===== src/rtl/packer_pkg.sv =====
// Shared types and width helpers for the FIFO word packer.
package packer_pkg;

    typedef enum logic {
        FILL = 1'b0,
        HOLD = 1'b1
    } state_e;

    // Sliced down to RATIO lanes by the user.
    localparam logic [63:0] KEEP_ALL = '1;

    function automatic int unsigned lane_cnt_w(input int unsigned ratio);
        return (ratio > 1) ? $clog2(ratio) : 1;
    endfunction

    function automatic int unsigned idle_cnt_w(input int unsigned cycles);
        return (cycles >= 1) ? $clog2(cycles + 1) : 1;
    endfunction

endpackage


===== src/rtl/packer_idle_timer.sv =====
// Idle counter for a partially filled word; pulses o_flush once the word has
// sat untouched for TIMEOUT_CYCLES cycles. Used only with PACKER_TIMEOUT_EN.
module packer_idle_timer
    import packer_pkg::*;
#(
    parameter int unsigned TIMEOUT_CYCLES = 16
) (
    input  logic clk,
    input  logic reset_n,
    input  logic i_active,
    input  logic i_accept,
    output logic o_flush
);

    localparam int unsigned IW = idle_cnt_w(TIMEOUT_CYCLES);

    logic [IW-1:0] r_idle_cnt;

    // An accept in the timeout cycle wins: the beat joins the word instead.
    assign o_flush = i_active & ~i_accept & (r_idle_cnt == IW'(TIMEOUT_CYCLES));

    always_ff @(posedge clk or negedge reset_n) begin
        if (!reset_n) begin
            r_idle_cnt <= '0;
        end else if (i_accept || o_flush) begin
            r_idle_cnt <= '0;
        end else if (i_active) begin
            r_idle_cnt <= r_idle_cnt + IW'(1);
        end
    end

endmodule


===== src/rtl/fifo_word_packer.sv =====
// Packs RATIO narrow beats into one wide registered word (lane 0 = first beat).
// Define PACKER_TIMEOUT_EN to flush partial words after TIMEOUT_CYCLES idle cycles.
module fifo_word_packer
    import packer_pkg::*;
#(
    parameter int unsigned DATA_WIDTH     = 8,
    parameter int unsigned RATIO          = 4,
    parameter int unsigned TIMEOUT_CYCLES = 16
) (
    input  logic                          clk,
    input  logic                          reset_n,
    input  logic                          in_valid_i,
    input  logic [DATA_WIDTH-1:0]         in_data_i,
    output logic                          in_grant_o,
    output logic                          out_valid_o,
    output logic [DATA_WIDTH*RATIO-1:0]   out_data_o,
    output logic [RATIO-1:0]              out_keep_o,
    input  logic                          out_grant_i
);

    localparam int unsigned LW = lane_cnt_w(RATIO);
    localparam int unsigned OW = DATA_WIDTH * RATIO;

    state_e                  r_state;
    logic [LW-1:0]           r_lane_cnt;
    logic [DATA_WIDTH-1:0]   r_acc [RATIO];
    logic                    r_out_valid;
    logic [OW-1:0]           r_out_data;
    logic [RATIO-1:0]        r_out_keep;

    logic                    w_accept;
    logic                    w_out_free;
    logic                    w_complete;
    logic                    w_flush;
    logic                    w_new_word;
    logic [OW-1:0]           w_word;
    logic [RATIO-1:0]        w_keep_all;
    logic [RATIO-1:0]        w_word_keep;
    logic [RATIO-1:0]        w_hold_keep;

    assign w_keep_all = KEEP_ALL[RATIO-1:0];
    assign w_accept   = in_valid_i & (r_state == FILL);
    assign w_out_free = ~r_out_valid | out_grant_i;
    assign w_complete = w_accept & (r_lane_cnt == LW'(RATIO - 1));
    assign w_new_word = w_complete | w_flush;

`ifdef PACKER_TIMEOUT_EN
    logic [RATIO-1:0] w_part_keep;
    logic [RATIO-1:0] r_hold_keep;

    packer_idle_timer #(
        .TIMEOUT_CYCLES (TIMEOUT_CYCLES)
    ) u_idle_timer (
        .clk      (clk),
        .reset_n  (reset_n),
        .i_active ((r_state == FILL) && (r_lane_cnt != '0)),
        .i_accept (w_accept),
        .o_flush  (w_flush)
    );

    always_comb begin
        w_part_keep = '0;
        for (int l = 0; l < int'(RATIO); l++) begin
            w_part_keep[l] = (LW'(l) < r_lane_cnt);
        end
    end

    assign w_word_keep = w_complete ? w_keep_all : w_part_keep;
    assign w_hold_keep = r_hold_keep;

    // A flushed word stalled into HOLD must remember its partial mask.
    always_ff @(posedge clk or negedge reset_n) begin
        if (!reset_n) begin
            r_hold_keep <= '0;
        end else if ((r_state == FILL) && w_new_word && !w_out_free) begin
            r_hold_keep <= w_word_keep;
        end
    end
`else
    assign w_flush     = 1'b0;
    assign w_word_keep = w_keep_all;
    assign w_hold_keep = w_keep_all;
`endif

    // Accumulator contents with this cycle's beat merged into its lane.
    always_comb begin
        w_word = '0;
        for (int l = 0; l < int'(RATIO); l++) begin
            w_word[l*DATA_WIDTH +: DATA_WIDTH] =
                (w_accept && (r_lane_cnt == LW'(l))) ? in_data_i : r_acc[l];
        end
    end

    always_ff @(posedge clk or negedge reset_n) begin
        if (!reset_n) begin
            r_state     <= FILL;
            r_lane_cnt  <= '0;
            for (int l = 0; l < int'(RATIO); l++) begin
                r_acc[l] <= '0;
            end
            r_out_valid <= 1'b0;
            r_out_data  <= '0;
            r_out_keep  <= '0;
        end else begin
            unique case (r_state)
                FILL: begin
                    if (w_new_word) begin
                        if (w_out_free) begin
                            r_out_valid <= 1'b1;
                            r_out_data  <= w_word;
                            r_out_keep  <= w_word_keep;
                            r_lane_cnt  <= '0;
                            for (int l = 0; l < int'(RATIO); l++) begin
                                r_acc[l] <= '0;
                            end
                        end else begin
                            r_state <= HOLD;
                            for (int l = 0; l < int'(RATIO); l++) begin
                                r_acc[l] <= w_word[l*DATA_WIDTH +: DATA_WIDTH];
                            end
                        end
                    end else begin
                        if (w_accept) begin
                            r_acc[r_lane_cnt] <= in_data_i;
                            r_lane_cnt        <= r_lane_cnt + LW'(1);
                        end
                        if (w_out_free) begin
                            r_out_valid <= 1'b0;
                        end
                    end
                end
                HOLD: begin
                    if (w_out_free) begin
                        r_state     <= FILL;
                        r_out_valid <= 1'b1;
                        r_out_data  <= w_word;
                        r_out_keep  <= w_hold_keep;
                        r_lane_cnt  <= '0;
                        for (int l = 0; l < int'(RATIO); l++) begin
                            r_acc[l] <= '0;
                        end
                    end
                end
                default: r_state <= FILL;
            endcase
        end
    end

    assign in_grant_o  = (r_state == FILL);
    assign out_valid_o = r_out_valid;
    assign out_data_o  = r_out_data;
    assign out_keep_o  = r_out_keep;

endmodule


===== config.mk =====
export PLATFORM = sky130hd
export DESIGN_NAME = fifo_word_packer
export DESIGN_NICKNAME = d
export VERILOG_FILES = /design/src/rtl/packer_pkg.sv /design/src/rtl/packer_idle_timer.sv /design/src/rtl/fifo_word_packer.sv
export SDC_FILE = /design/constraint.sdc
export NUM_CORES = 1
export LEC_CHECK = 0
export CORE_UTILIZATION = 30
export CTS_CLUSTER_DIAMETER = 120
export CTS_CLUSTER_SIZE = 24
export DETAILED_ROUTE_END_ITERATION = 7
export REMOVE_ABC_BUFFERS = 1
export SYNTH_ARGS = -nofsm -noshare
export SYNTH_HDL_FRONTEND = slang
export SYNTH_SLANG_ARGS = --single-unit

===== constraint.sdc =====
create_clock -name clk -period 1.5 [get_ports clk]
set_input_delay 0.15 -clock clk [delete_from_list [all_inputs] [get_ports clk]]
set_output_delay 0.15 -clock clk [all_outputs]
set_load 0.05 [all_outputs]

==> After elaboration in Yosys (flattened, before gate mapping) <==
Index checks and enable logic that the tools add are counted.
{ "totals": {"out_inout_bits": 38, "ff_bits": 72, "word_cells": 61, "in_bits": 12} }
{ "classes": {"n_mux": 29, "n_lt_le_gt_ge": 2, "n_eq_ne": 7, "add_sub_neg": 1, "reduce_logical": 7, "bitwise": 6} }
{ "op_table": {"columns": ["op", "n"], "rows": [
  ["two-way mux 32 bit", 6],
  ["case mux 32 bit (2 select lines)", 2],
  ["two-way mux 8 bit", 5],
  ["bitwise mux 32 bit", 1],
  ["demux 8 bit (select 2 bit)", 1],
  ["two-way mux 4 bit", 2],
  ["case mux 4 bit (2 select lines)", 1],
  ["two-way mux 2 bit", 3],
  ["inequality test 3 x 1 -> 1 bit (second input constant)", 2],
  ["logical AND 1 bit", 5],
  ["two-way mux 1 bit", 5],
  ["equality test 2 bit (second input constant)", 2],
  ["inequality test 2 x 1 -> 1 bit (second input constant)", 2],
  ["case mux 1 bit (2 select lines)", 2],
  ["case mux 2 bit (2 select lines)", 1],
  [">= comparator 3 bit (second input constant)", 1],
  ["less-than comparator 3 x 1 -> 1 bit (second input constant)", 1],
  ["inverter 2 -> 3 bit", 1],
  ["adder 2 x 1 -> 2 bit (second input constant)", 1],
  ["bitwise AND 1 bit", 2],
  ["equality test 2 x 1 -> 1 bit (second input constant)", 1],
  ["logical NOT 2 bit", 1],
  ["inverter 1 bit", 2],
  ["AND reduction 2 bit", 1],
  ["OR 1 bit", 1]
]} }

==> Longest topological paths before layout <==
Gate-level depths: netlist of run 1.
{ "logic_depth": {"ltp_word": 9, "mapped_depth": 7, "ltp_nobuf": 5} }

==> Least setup slack after synthesis of run 1 <==
No wires, ideal clock.
{ "synth_path": {"path_type": "register -> register", "startpoint": "register r_lane_cnt[0]", "endpoint": "register r_acc[8] in the netlist's numbering", "t_arrival_ns": 1.550, "slack_ns": -0.176, "stages_incl_launch_ff": 7, "n_path_buf": 1, "setup_ns": 0.126, "required_time_ns": 1.374, "path_cell_list": "dfrtp_1 -> inv_1 -> ha_1 -> nand3b_1 -> buf_6 -> mux2_4 -> a221o_1"} }
{ "synth_between": {"elab_chain_cells": 9, "elab_cells_between_ends": 18, "cone_classes": "2 x order compare; 3 x eq/ne; 8 x mux; 2 x bitwise; 3 x reduce/logical"} }
{ "synth_lines": {"columns": ["item", "line", "source"], "rows": [
  ["start: declaration", "fifo_word_packer.sv:25", "logic [LW-1:0] r_lane_cnt;"],
  ["start signal: assignment", "fifo_word_packer.sv:125", "r_lane_cnt <= r_lane_cnt + LW'(1);"],
  ["inverter 2 -> 3 bit (not written as such)", "fifo_word_packer.sv:124", "r_acc[r_lane_cnt] <= in_data_i;"],
  [">= comparator 3 bit (not written as such) / less-than comparator 3 x 1 -> 1 bit (equally long branches)", "fifo_word_packer.sv:124", null],
  ["logical AND 1 bit (not written as such)", "fifo_word_packer.sv:124", null],
  ["two-way mux 8 bit (not written as such)", "fifo_word_packer.sv:124", null],
  ["demux 8 bit (select 2 bit)", "fifo_word_packer.sv:124", null],
  ["bitwise mux 32 bit", "fifo_word_packer.sv:124", null],
  ["two-way mux 32 bit", "fifo_word_packer.sv:123", "if (w_accept) begin"],
  ["two-way mux 32 bit", "fifo_word_packer.sv:107", "if (w_new_word) begin"],
  ["case mux 32 bit (2 select lines)", "fifo_word_packer.sv:105", "unique case (r_state)"],
  ["end signal: indexed assignment", "fifo_word_packer.sv:119", "r_acc[l] <= w_word[l*DATA_WIDTH +: DATA_WIDTH];"],
  ["end signal: indexed assignment", "fifo_word_packer.sv:124", null],
  ["end: declaration", "fifo_word_packer.sv:26", "logic [DATA_WIDTH-1:0] r_acc [RATIO];"]
]} }
Several ways; a longest one is shown, not always the timed one. The select of a mux whose other input is x is not followed.
A chain may end at the register's enable or synchronous reset.

==> Worst setup path after layout of run 1 <==
Same ends and word-level chain as after synthesis.

==> metrics, run 1 <==
max cap viols=0; n_diodes=0; Hold Violations, Final=0; clk sinks=69; global route overflow=0; crit path kind=flop to flop; Synth Area in Adders=1.603%; Total Wirelength=7805 um; multiplexer share of the synthesized area=10.78%; part of the Yosys area used for sequential elements=55.31%; crit path from=r_lane_cnt[0]; GR Util All Layers=15.47%; Initial Utilization=31.50%; clk_lat worst skew=350 ps; Yosys cell types=29; Die Area=10,820 um2; Detailed Routing Iterations Pass 1=4; detailed-route DRC error count=0; site row count=36; die width=104.0 um; Area Growth Syn to Fin=35.15%; clk_skew=15.73 ps; critical path launch point type=flop; CTS Buffer Depth=2; Synth Area in XOR/XNOR=0%; r2r startpoint=r_lane_cnt[0]; fraction of layout cells with a size suffix above 1=36.73%; Mapped Area=3122 um2; vias in the first global route=2,459; Crit Path Max Fanout=4; most common library cells after synthesis=dfrtp_1, a21oi_1, a22o_1, mux2i_1, buf_2; final setup fails=45; routed length per instance=16.40 um; first-pass GRT wire length=13,190 um; largest net degree at the start of global routing=70; Root Buffer=clkbuf_8; PwrDens=2405 nW/um2; Slew Limit Fails=0; final period utilization=106.2%; Final WS setup=-93.21 ps; compound-gate portion of the synthesized area=23.05%; H-tree levels=3; Post-Layout Inst Area=4219 um2; status=complete, but fails checks; gpl congestion=0.7622; core area=9910 um2; most common cell in the netlist=dfrtp_1; via count=2,326; Synth area leader=dfrtp_1; CTS tree=yes; simple-gate share of the synthesized area=3.487%; initial antenna violation count=0; IO Count=50; Final Net Count=354; Slew @ Worst Pin=497.3 ps; Synth Instances=265; Hold Path Class=input pin to async pin; top_reg_cell synth=dfrtp_1; register area=1730 um2; unrepaired setup endpoints after global routing=yes; WP data arrival=1820 ps; Post-synth EDFFs=0; syn avg cell area=11.78 um2; Num CTS Buffers=9; Worst-path clk slew=80 ps; die height=104.0 um; vias per cell=4.887; Placed Area=3829 um2; 1st-iter DRT viols=115; layout filler cell count=970; Yosys reg bits=69; critical path endpoint category=flop; maximum VDD drop=0.001401 V; Slew headroom=66.74%; port bufs=49; worst path required time=1720 ps; failing checks=negative setup slack; main combinational cell family by area after synthesis=compound AO/OA/AOI/OAI gates; fmax=0.6277 GHz; Tmin final=1593 ps; post-route ant nets=0; HPWL after DPL=5230 um; setup tns final=-1488 ps; top post-synthesis cells by area=dfrtp_1, a21oi_1, mux2i_1; Synth top area share=55.31%; Ys Warns=0; leakage=2.040 nW; area occupied by multi-input gates=1319 um2; async set or reset register ratio after synthesis=100.0%
==> critical path: stages, from the launching register on <==
cell and delay (ps):
dfrtp_2 440, inv_2 90, ha_4 130, nand3b_1 160, mux2_4 350, a221o_1 310
==> metrics by stage <==
| step | utilization [%] | hold slack, ps | instances | worst slack (ps) | total power [W] |
|---|---|---|---|---|---|
| 2_1_floorplan | - | -145.6 | 236 | -916.1 | 0.006507 |
| 3_3_place_gp | 38.64 | 209.1 | 456 | -262.1 | 0.008147 |
| 3_5_place_dp | 38.64 | 206.7 | 456 | -293.9 | 0.008222 |
| 4_1_cts | 41.64 | 377.8 | 474 | -88.67 | 0.01006 |
| 5_1_grt | 42.58 | 395.3 | 476 | -169.7 | 0.01077 |
| 6_report | 42.58 | 350.7 | 476 | -93.21 | 0.01015 |
==> state kept, by name (all words and copies together) (netlist names) <==
signal       flops
out_data_o      32
out_keep_o       1
out_valid_o      1
r_acc           32
r_lane_cnt       2
r_state          1
==> power by group <==
group | internal [W] | total, W | leakage [nW] | switching (W)
combinational | 0.00203 | 0.00521 | 1.08 | 0.00318
clock | 0.000978 | 0.00169 | 0.112 | 0.000716
sequential | 0.00271 | 0.00324 | 0.846 | 0.000533
total | 0.00572 | 0.0101 | 2.04 | 0.00443
==> repair_timing <==
action | in CTS | in global routing
pin swaps | 17 | 15
setup endpoints to repair | 66 | 67
gates resized for setup | 14 | 19
gates cloned | 0 | 1
endpoints found under the hold margin | 69 | 0
setup buffers | 2 | 1
hold buffers | 1 | 0
==> layout by cell type (no fill, tap or decap), drive strengths merged <==
master,count
buf,80
dfrtp,69
a21oi,68
a22o,32
mux2i,31
clkbuf,10
clkdlybuf4s50,10
nand3b,5
a21boi,4
inv,4
nor2,4
ha,4
clkinv,3
or2,2
bufinv,2
nand2b,2
mux2,2
nor2b,1
a21o,1
nand3,1
a221o,1
and2,1
nor3b,1
o2bb2ai,1
o21ai,1
nand2,1
clkinvlp,1
dlygate4sd3,1
==> layout make-up <==
cell class	instances	area share, %
Sequential cell	69	41.01
Multi-Input combinational cell	163	31.26
Timing Repair Buffer	91	18.12
Tap cell	133	3.944
Clock buffer	10	3.262
Clock inverter	6	2.046
Inverter	4	0.3559
==> worst paths after layout <==
path	slack [ps]	end	depth (start not counted)
worst min register to register	510	r_acc[29]	1
worst max register to register	-90	r_acc[8]	5
worst min-delay path	350	out_data_o[15]	3
worst max-delay path	-90	r_acc[8]	5
max in group asynchronous	790	r_lane_cnt[1]	3
min in group clk	510	r_acc[29]	1
==> per-layer routing <==
metal  global-route usage (%)  vias up  part of all wire [%]
met5                        0        -                     0
met4                    4.388        0                   1.7
met3                    4.135       12                   3.5
met2                    23.81       46                    46
met1                    21.34     1163                    49
li1                         -     1105                     -
==> cells by family (layout without fill, tap and decap cells) <==
logic type,after synthesis,after routing
adder cells (fa/ha/maj),4,4
buffers and inverters,33,111
flip-flops,69,69
AO/OA/AOI/OAI,108,108
AND/OR/NAND/NOR,18,18
multiplexers,33,33
No activity file was read; power rests on OpenSTA's default activity.
==> run 2: changes to the inputs <==
--- a/config.mk
+++ b/config.mk
@@ -10,6 +10,7 @@
 export CTS_CLUSTER_SIZE = 24
 export DETAILED_ROUTE_END_ITERATION = 7
 export REMOVE_ABC_BUFFERS = 1
+export SETUP_SLACK_MARGIN = 0.4
 export SYNTH_ARGS = -nofsm -noshare
 export SYNTH_HDL_FRONTEND = slang
 export SYNTH_SLANG_ARGS = --single-unit
==> run 2 against run 1 <==
Compared with the run above:
- the run still ends with negative setup slack left
- setup slack got worse by 7.0 ps
- non-clock buffer count up 4
- register-to-register slack about the same
- combinational power up 7.3%
- design area increased by 4.8%
- fmax is 0.44% lower
- die area unchanged
- sequential share of layout area decreased by 1.8 points
- sequential power is 3% higher
- wire length up 1.5%
==> metrics, run 2 (synthesis gave the netlist of run 1 again) <==
GR Util All Layers=15.53% (+0.054 points); Core Util, Final=44.61% (+2.0 points); die width=104.0 um (unchanged); Final WS setup=-100.2 ps (-6.976 ps); Area Growth Syn to Fin=41.60%; dpl ws=-293.9 ps (unchanged); clk sinks=69 (unchanged); clk_lat worst skew=350 ps (about the same); Tmin final=1600 ps (+6.976 ps); 1st-iter DRT viols=113 (-1.7%); WP data arrival=1820 ps (about the same); initial antenna violation count=0 (unchanged); post-route ant nets=0 (unchanged); global route overflow=0 (unchanged); Initial Utilization=31.50% (unchanged); crit path kind=flop to flop; detailed-route DRC error count=0 (unchanged); port bufs=49 (unchanged); final setup fails=46 (+2.2%); met1 global-route usage=21.46% (+0.12 points); placed cells=456 (unchanged); routed length per instance=16.50 um (+0.64%); site row count=36 (unchanged); grt met2 use=23.86% (+0.048 points); unrepaired setup endpoints after global routing=yes; n_diodes=0 (unchanged); die height=104.0 um (unchanged); Num CTS Buffers=9 (unchanged); Hold Path Class=input pin to async pin; core area=9910 um2 (unchanged); Slew headroom=68.54% (+1.8 points); CTS Buffer Depth=2 (unchanged); Detailed Routing Iterations Pass 1=4 (unchanged); vias in the first global route=2,481 (+0.89%); most frequent cells in the layout=dfrtp_1, a21oi_1, buf_6, buf_4, a22o_1; Root Buffer=clkbuf_8; critical path endpoint category=flop; status=complete, but fails checks; IO Count=50 (unchanged); fraction of layout cells with a size suffix above 1=38.62% (+1.9 points); commonest non-fill, non-tap cell in the layout=dfrtp_1; leakage=2.121 nW (+4.0%); final std cells w/o fill=480 (+0.84%); critical path launch point type=flop; worst path required time=1720 ps (about the same); gpl congestion=0.7622 (unchanged); max cap viols=0 (unchanged); GRT busiest layer=met2; Slew Limit Fails=0 (unchanged); vias per cell=4.923 (+0.74%); Crit Path Max Fanout=4 (unchanged); fmax=0.6249 GHz (-0.44%); first-pass GRT wire length=13,250 um (+0.47%); via count=2,363 (+1.6%); clk_skew=15.46 ps (-0.2693 ps); Slew @ Worst Pin=470.5 ps (-26.85 ps); PwrDens=2401 nW/um2 (-0.16%); largest net degree at the start of global routing=70 (unchanged); Worst-path clk slew=90 ps (about the same); Hold Violations, Final=0 (unchanged); Global Route met3 Usage=4.135% (unchanged); Final Net Count=358 (+1.1%); HPWL after DPL=5230 um (unchanged); failing checks=negative setup slack; Total Power=0.01062 W (+4.6%); CTS tree=yes; final period utilization=106.7% (+0.47 points); Total Wirelength=7921 um (+1.5%); H-tree levels=3 (unchanged); maximum VDD drop=0.001429 V (+2.0%); Die Area=10,820 um2 (unchanged)
## run 2: cell count changes in the layout (fill, tap and decap cells not counted), moves of 2 or more
cell,delta
a21oi_2,+3
buf_4,-33
buf_8,+4
buf_6,+32
a21oi_1,-2
## run 2: final timing paths
| kind | start | to | slack, ps | cells after the start |
|---|---|---|---|---|
| hold reg to reg | r_acc[29] | r_acc[29] | 510 | 1 |
| hold / removal | reset_n | out_data_o[15] | 350 | 3 |
| min in group clk | r_acc[29] | r_acc[29] | 510 | 1 |
| max in group asynchronous | reset_n | r_lane_cnt[1] | 800 | 3 |
| setup / recovery | r_lane_cnt[0] | r_acc[8] | -100 | 5 |
| setup reg to reg | r_lane_cnt[0] | r_acc[8] | -100 | 5 |
## run 2: layout make-up
| class | instances | area (um2) |
|---|---|---|
| Inverter | 4 | 17.52 |
| Timing Repair Buffer | 95 | 957.2 |
| Tap cell | 133 | 166.4 |
| Clock inverter | 6 | 86.33 |
| Clock buffer | 10 | 137.6 |
| Sequential cell | 69 | 1732 |
| Fill cell | 959 | 5489 |
| Multi-Input combinational cell | 163 | 1324 |
## run 2: worst max-delay path, stage by stage, from the launching register on
cell	delay [ps]
dfrtp_2	440
inv_2	90
ha_4	130
nand3b_1	160
mux2_4	350
a221o_1	310
## run 2: routing by layer
metal,vias up,share of wire [%]
met1,1190,48
met2,49,47
met5,-,0
met3,12,3.9
li1,1112,-
met4,0,1.7
## run 2: what timing repair did
action                     in CTS  in global routing
hold buffers                    1                  0
setup buffers                   3                  3
hold endpoints to repair       69                  0
gates cloned                    0                  1
resized for setup              32                 46
pin swaps                      17                  9
setup endpoints to repair      77                102
## run 2: power by group
group          internal [W]  switching [W]
Combinational       0.00238        0.00321
Sequential          0.00271       0.000622
Clock              0.000978       0.000717
## run 2: through the flow
| step | setup TNS [ps] | cell area [um2] | hold slack (ps) |
|---|---|---|---|
| global route | -6801 | 4420 | 395.2 |
| finish | -1552 | 4420 | 348.3 |
| global placement | -10320 | 3829 | 209.1 |
| floorplan | -44800 | 2957 | -145.6 |
| detailed placement | -11670 | 3829 | 206.7 |
| CTS | -1854 | 4208 | 377.7 |
==> run 3: changes to the inputs <==
--- a/config.mk
+++ b/config.mk
@@ -13,4 +13,5 @@
 export SETUP_SLACK_MARGIN = 0.4
 export SYNTH_ARGS = -nofsm -noshare
 export SYNTH_HDL_FRONTEND = slang
+export SYNTH_HIERARCHICAL = 1
 export SYNTH_SLANG_ARGS = --single-unit
==> constraint.sdc (replaced) <==
create_clock -name clk -period 1.35 [get_ports clk]
set_input_delay 0.135 -clock clk [delete_from_list [all_inputs] [get_ports clk]]
set_output_delay 0.135 -clock clk [all_outputs]
set_load 0.05 [all_outputs]
==> run 3 against run 2 <==
Compared with the run above:
- the flow still finishes with violations (negative setup slack)
- critical path depth unchanged
- clock power up 12%
- via count increased by 7.6%
- wire length is 10% higher
- power increased by 34%
- sequential share of layout area is 6.2 points lower
- flip-flop and latch count is the same
- register-to-register slack got worse by 170 ps
- core utilization up 8.3 points
- critical path type unchanged
- critical endpoint unchanged
==> metrics, run 3 <==
die height=104.0 um (unchanged); HPWL after DPL=5318 um (+1.7%); WHS=348.1 ps (-0.2090 ps); Root Buffer=clkbuf_8; status=complete, but fails checks; CP top delay family=flip-flops; Yosys reg bits=69 (unchanged); Post-Layout Inst Area=5244 um2 (+19%); switching pwr=0.005693 W (+25%); Internal=0.008489 W (+40%); Final Net Count=389 (+8.7%); global route overflow=0 (unchanged); Worst-path clk slew=80 ps (about the same); worst path required time=1580 ps (-140 ps); Initial Utilization=31.50% (unchanged); clock power share=13.5% (-2.5 points); fraction of layout cells with a size suffix above 1=50.53% (+12 points); critical path endpoint category=flop; gpl congestion=0.7568 (-0.71%); Crit path depth=5 (unchanged); via count=2,543 (+7.6%); met1 global-route usage=23.00% (+1.5 points); Area Growth Syn to Fin=67.98%; Reg2Reg Capture Point=r_acc[8]; PwrDens=2704 nW/um2 (+13%); Synth area leader=dfrtp_1; H-tree levels=3 (unchanged); r2r startpoint=r_lane_cnt[0]; vias in the first global route=2,694 (+8.6%); unrepaired setup endpoints after global routing=yes; Tmin final=1623 ps (+22.73 ps); switching share of power=40.14% (-2.7 points); GR Util All Layers=16.74% (+1.2 points); Post-synth EDFFs=0 (unchanged); port bufs=49 (unchanged); Hold Path Class=input pin to async pin; site row count=36 (unchanged); detailed-route DRC error count=0 (unchanged); Ys Warns=6 (+6); syn avg cell area=11.78 um2 (unchanged); most common cell in the netlist=dfrtp_1; Slew Limit Fails=0 (unchanged); IO Count=50 (unchanged); CTS Buffer Depth=2 (unchanged); largest net degree at the start of global routing=70 (unchanged); Synth top area share=55.31% (unchanged); part of the Yosys area used for sequential elements=55.31% (unchanged); Critical Path End=r_acc[8]; n_diodes=0 (unchanged); most frequent cells in the layout=dfrtp_1, buf_4, a21oi_1, buf_12, a22o_1; grt met2 use=26.76% (+2.9 points); Total Wirelength=8714 um (+10%); R2R depth=5 (unchanged); layout filler cell count=863 (-10%); core area=9910 um2 (unchanged); GRT busiest layer=met2; most common library cells after synthesis=dfrtp_1, a21oi_1, a22o_1, mux2i_1, buf_2; Placed Area=4317 um2 (+13%); vias per cell=4.977 (+1.1%); Buf/Inv on CP=1 (unchanged); commonest non-fill, non-tap cell in the layout=dfrtp_1; clk_skew=8.828 ps (-6.628 ps); Sequential Power Share=27.7% (-3.7 points); Die Area=10,820 um2 (unchanged); Final WS setup=-272.9 ps (-172.7 ps); Detailed Routing Iterations Pass 1=4 (unchanged); clk_lat worst skew=350 ps (about the same); 1st-iter DRT viols=190 (+68%); Worst path max stage delay=450 ps (about the same); crit path kind=flop to flop; CTS tree=yes; WP data arrival=1850 ps (+30 ps); final period utilization=120.2% (+14 points); Crit Path Max Fanout=4 (unchanged); Global Route met3 Usage=3.383% (-0.75 points); Mapped Area=3122 um2 (unchanged); Yosys cell types=29 (unchanged); max cap viols=0 (unchanged); fmax=0.6162 GHz (-1.4%); failing checks=negative setup slack; Slew headroom=62.39% (-6.1 points); R2R Setup Slk=-270 ps (-170 ps); top_reg_cell synth=dfrtp_1; leakage=2.420 nW (+14%); first-pass GRT wire length=14,220 um (+7.3%); die width=104.0 um (unchanged); routed length per instance=17.05 um (+3.3%); dpl ws=-434.6 ps (-140.7 ps); slowest stage cell, crit path=dfrtp_2; top post-synthesis cells by area=dfrtp_1, a21oi_1, mux2i_1; post-route ant nets=0 (unchanged); Synth Instances=265 (unchanged); Slew @ Worst Pin=562.4 ps (+91.89 ps); clk sinks=69 (unchanged); Hold Violations, Final=0 (unchanged); Num CTS Buffers=9 (unchanged); maximum VDD drop=0.001627 V (+14%); async set or reset register ratio after synthesis=100.0% (unchanged); final setup fails=67 (+46%); Gate power share=58.8% (+6.2 points); worst path cell trace=inv_2 > ha_4 > nand3b_1 > mux2_4 > a221o_1; critical path launch point type=flop; initial antenna violation count=0 (unchanged); crit path from=r_lane_cnt[0]
## run 3: logic make-up (layout without fill, tap and decap cells)
kind of cell / Yosys count / after routing / synth area share (%)
fa+ha+maj: 4 / 4 / 1.603
simple gates: 18 / 18 / 3.487
mux: 33 / 33 / 10.78
flops: 69 / 69 / 55.31
compound gates: 108 / 108 / 23.05
buf+inv: 33 / 146 / 5.771
## run 3: worst min path at each step
stage                          end  slack [ps]  depth (start not counted)
detailed placement   out_data_o[8]         190                          2
finish               out_data_o[8]         350                          3
global route        out_data_o[25]         360                          3
CTS                 out_data_o[25]         370                          3
global placement    out_data_o[14]         190                          2
floorplan            out_data_o[0]        -160                          0
## run 3: worst register-to-register path, cell delays in order, from the launching register on
cell	delay (ps)
dfrtp_2	450
inv_2	90
ha_4	130
nand3b_1	170
mux2_4	350
a221o_1	310
## run 3: layout make-up
cell class,instances,area [um2],share of cell area (%)
well taps,133,166.4,3.173
multi-input cells,163,1488,28.37
flip-flops and latches,69,1730,33.00
inverters,4,17.52,0.3340
clock buffers,10,137.6,2.625
repair buffers,126,1618,30.85
clock inverters,6,86.33,1.646
## run 3: repair_timing
item,in CTS,in global routing
resized for setup,63,28
hold buffers,1,0
pin swaps,22,25
endpoints found under the setup margin,107,107
gates cloned,2,0
endpoints found under the hold margin,69,0
setup buffers,30,6
## run 3: power groups by stage
stage | clock network (W) | logic (W) | registers (W)
after detailed placement | 0 | 0.00691 | 0.00389
final | 0.00191 | 0.00834 | 0.00393
after global routing | 0.00204 | 0.00878 | 0.00404
after floorplan | 0 | 0.00187 | 0.00536
after CTS | 0.00192 | 0.00800 | 0.00389
after global placement | 0 | 0.00683 | 0.00388
## run 3: metal layers
layer | routed length, um | share of wire [%]
met3 | 346 | 4.0
met4 | 129 | 1.5
met2 | 4135 | 47
met1 | 4102 | 47
met5 | 0 | 0
## run 3: metrics by stage
step                power, W  utilization, %  instances  TNS (ps)
floorplan           0.007230               -        236    -55610
global placement     0.01071           43.56        456    -19560
detailed placement   0.01080           43.56        456    -21260
CTS                  0.01381           51.16        505    -10690
global route         0.01486           52.92        511    -16410
finish               0.01418           52.92        511    -11940
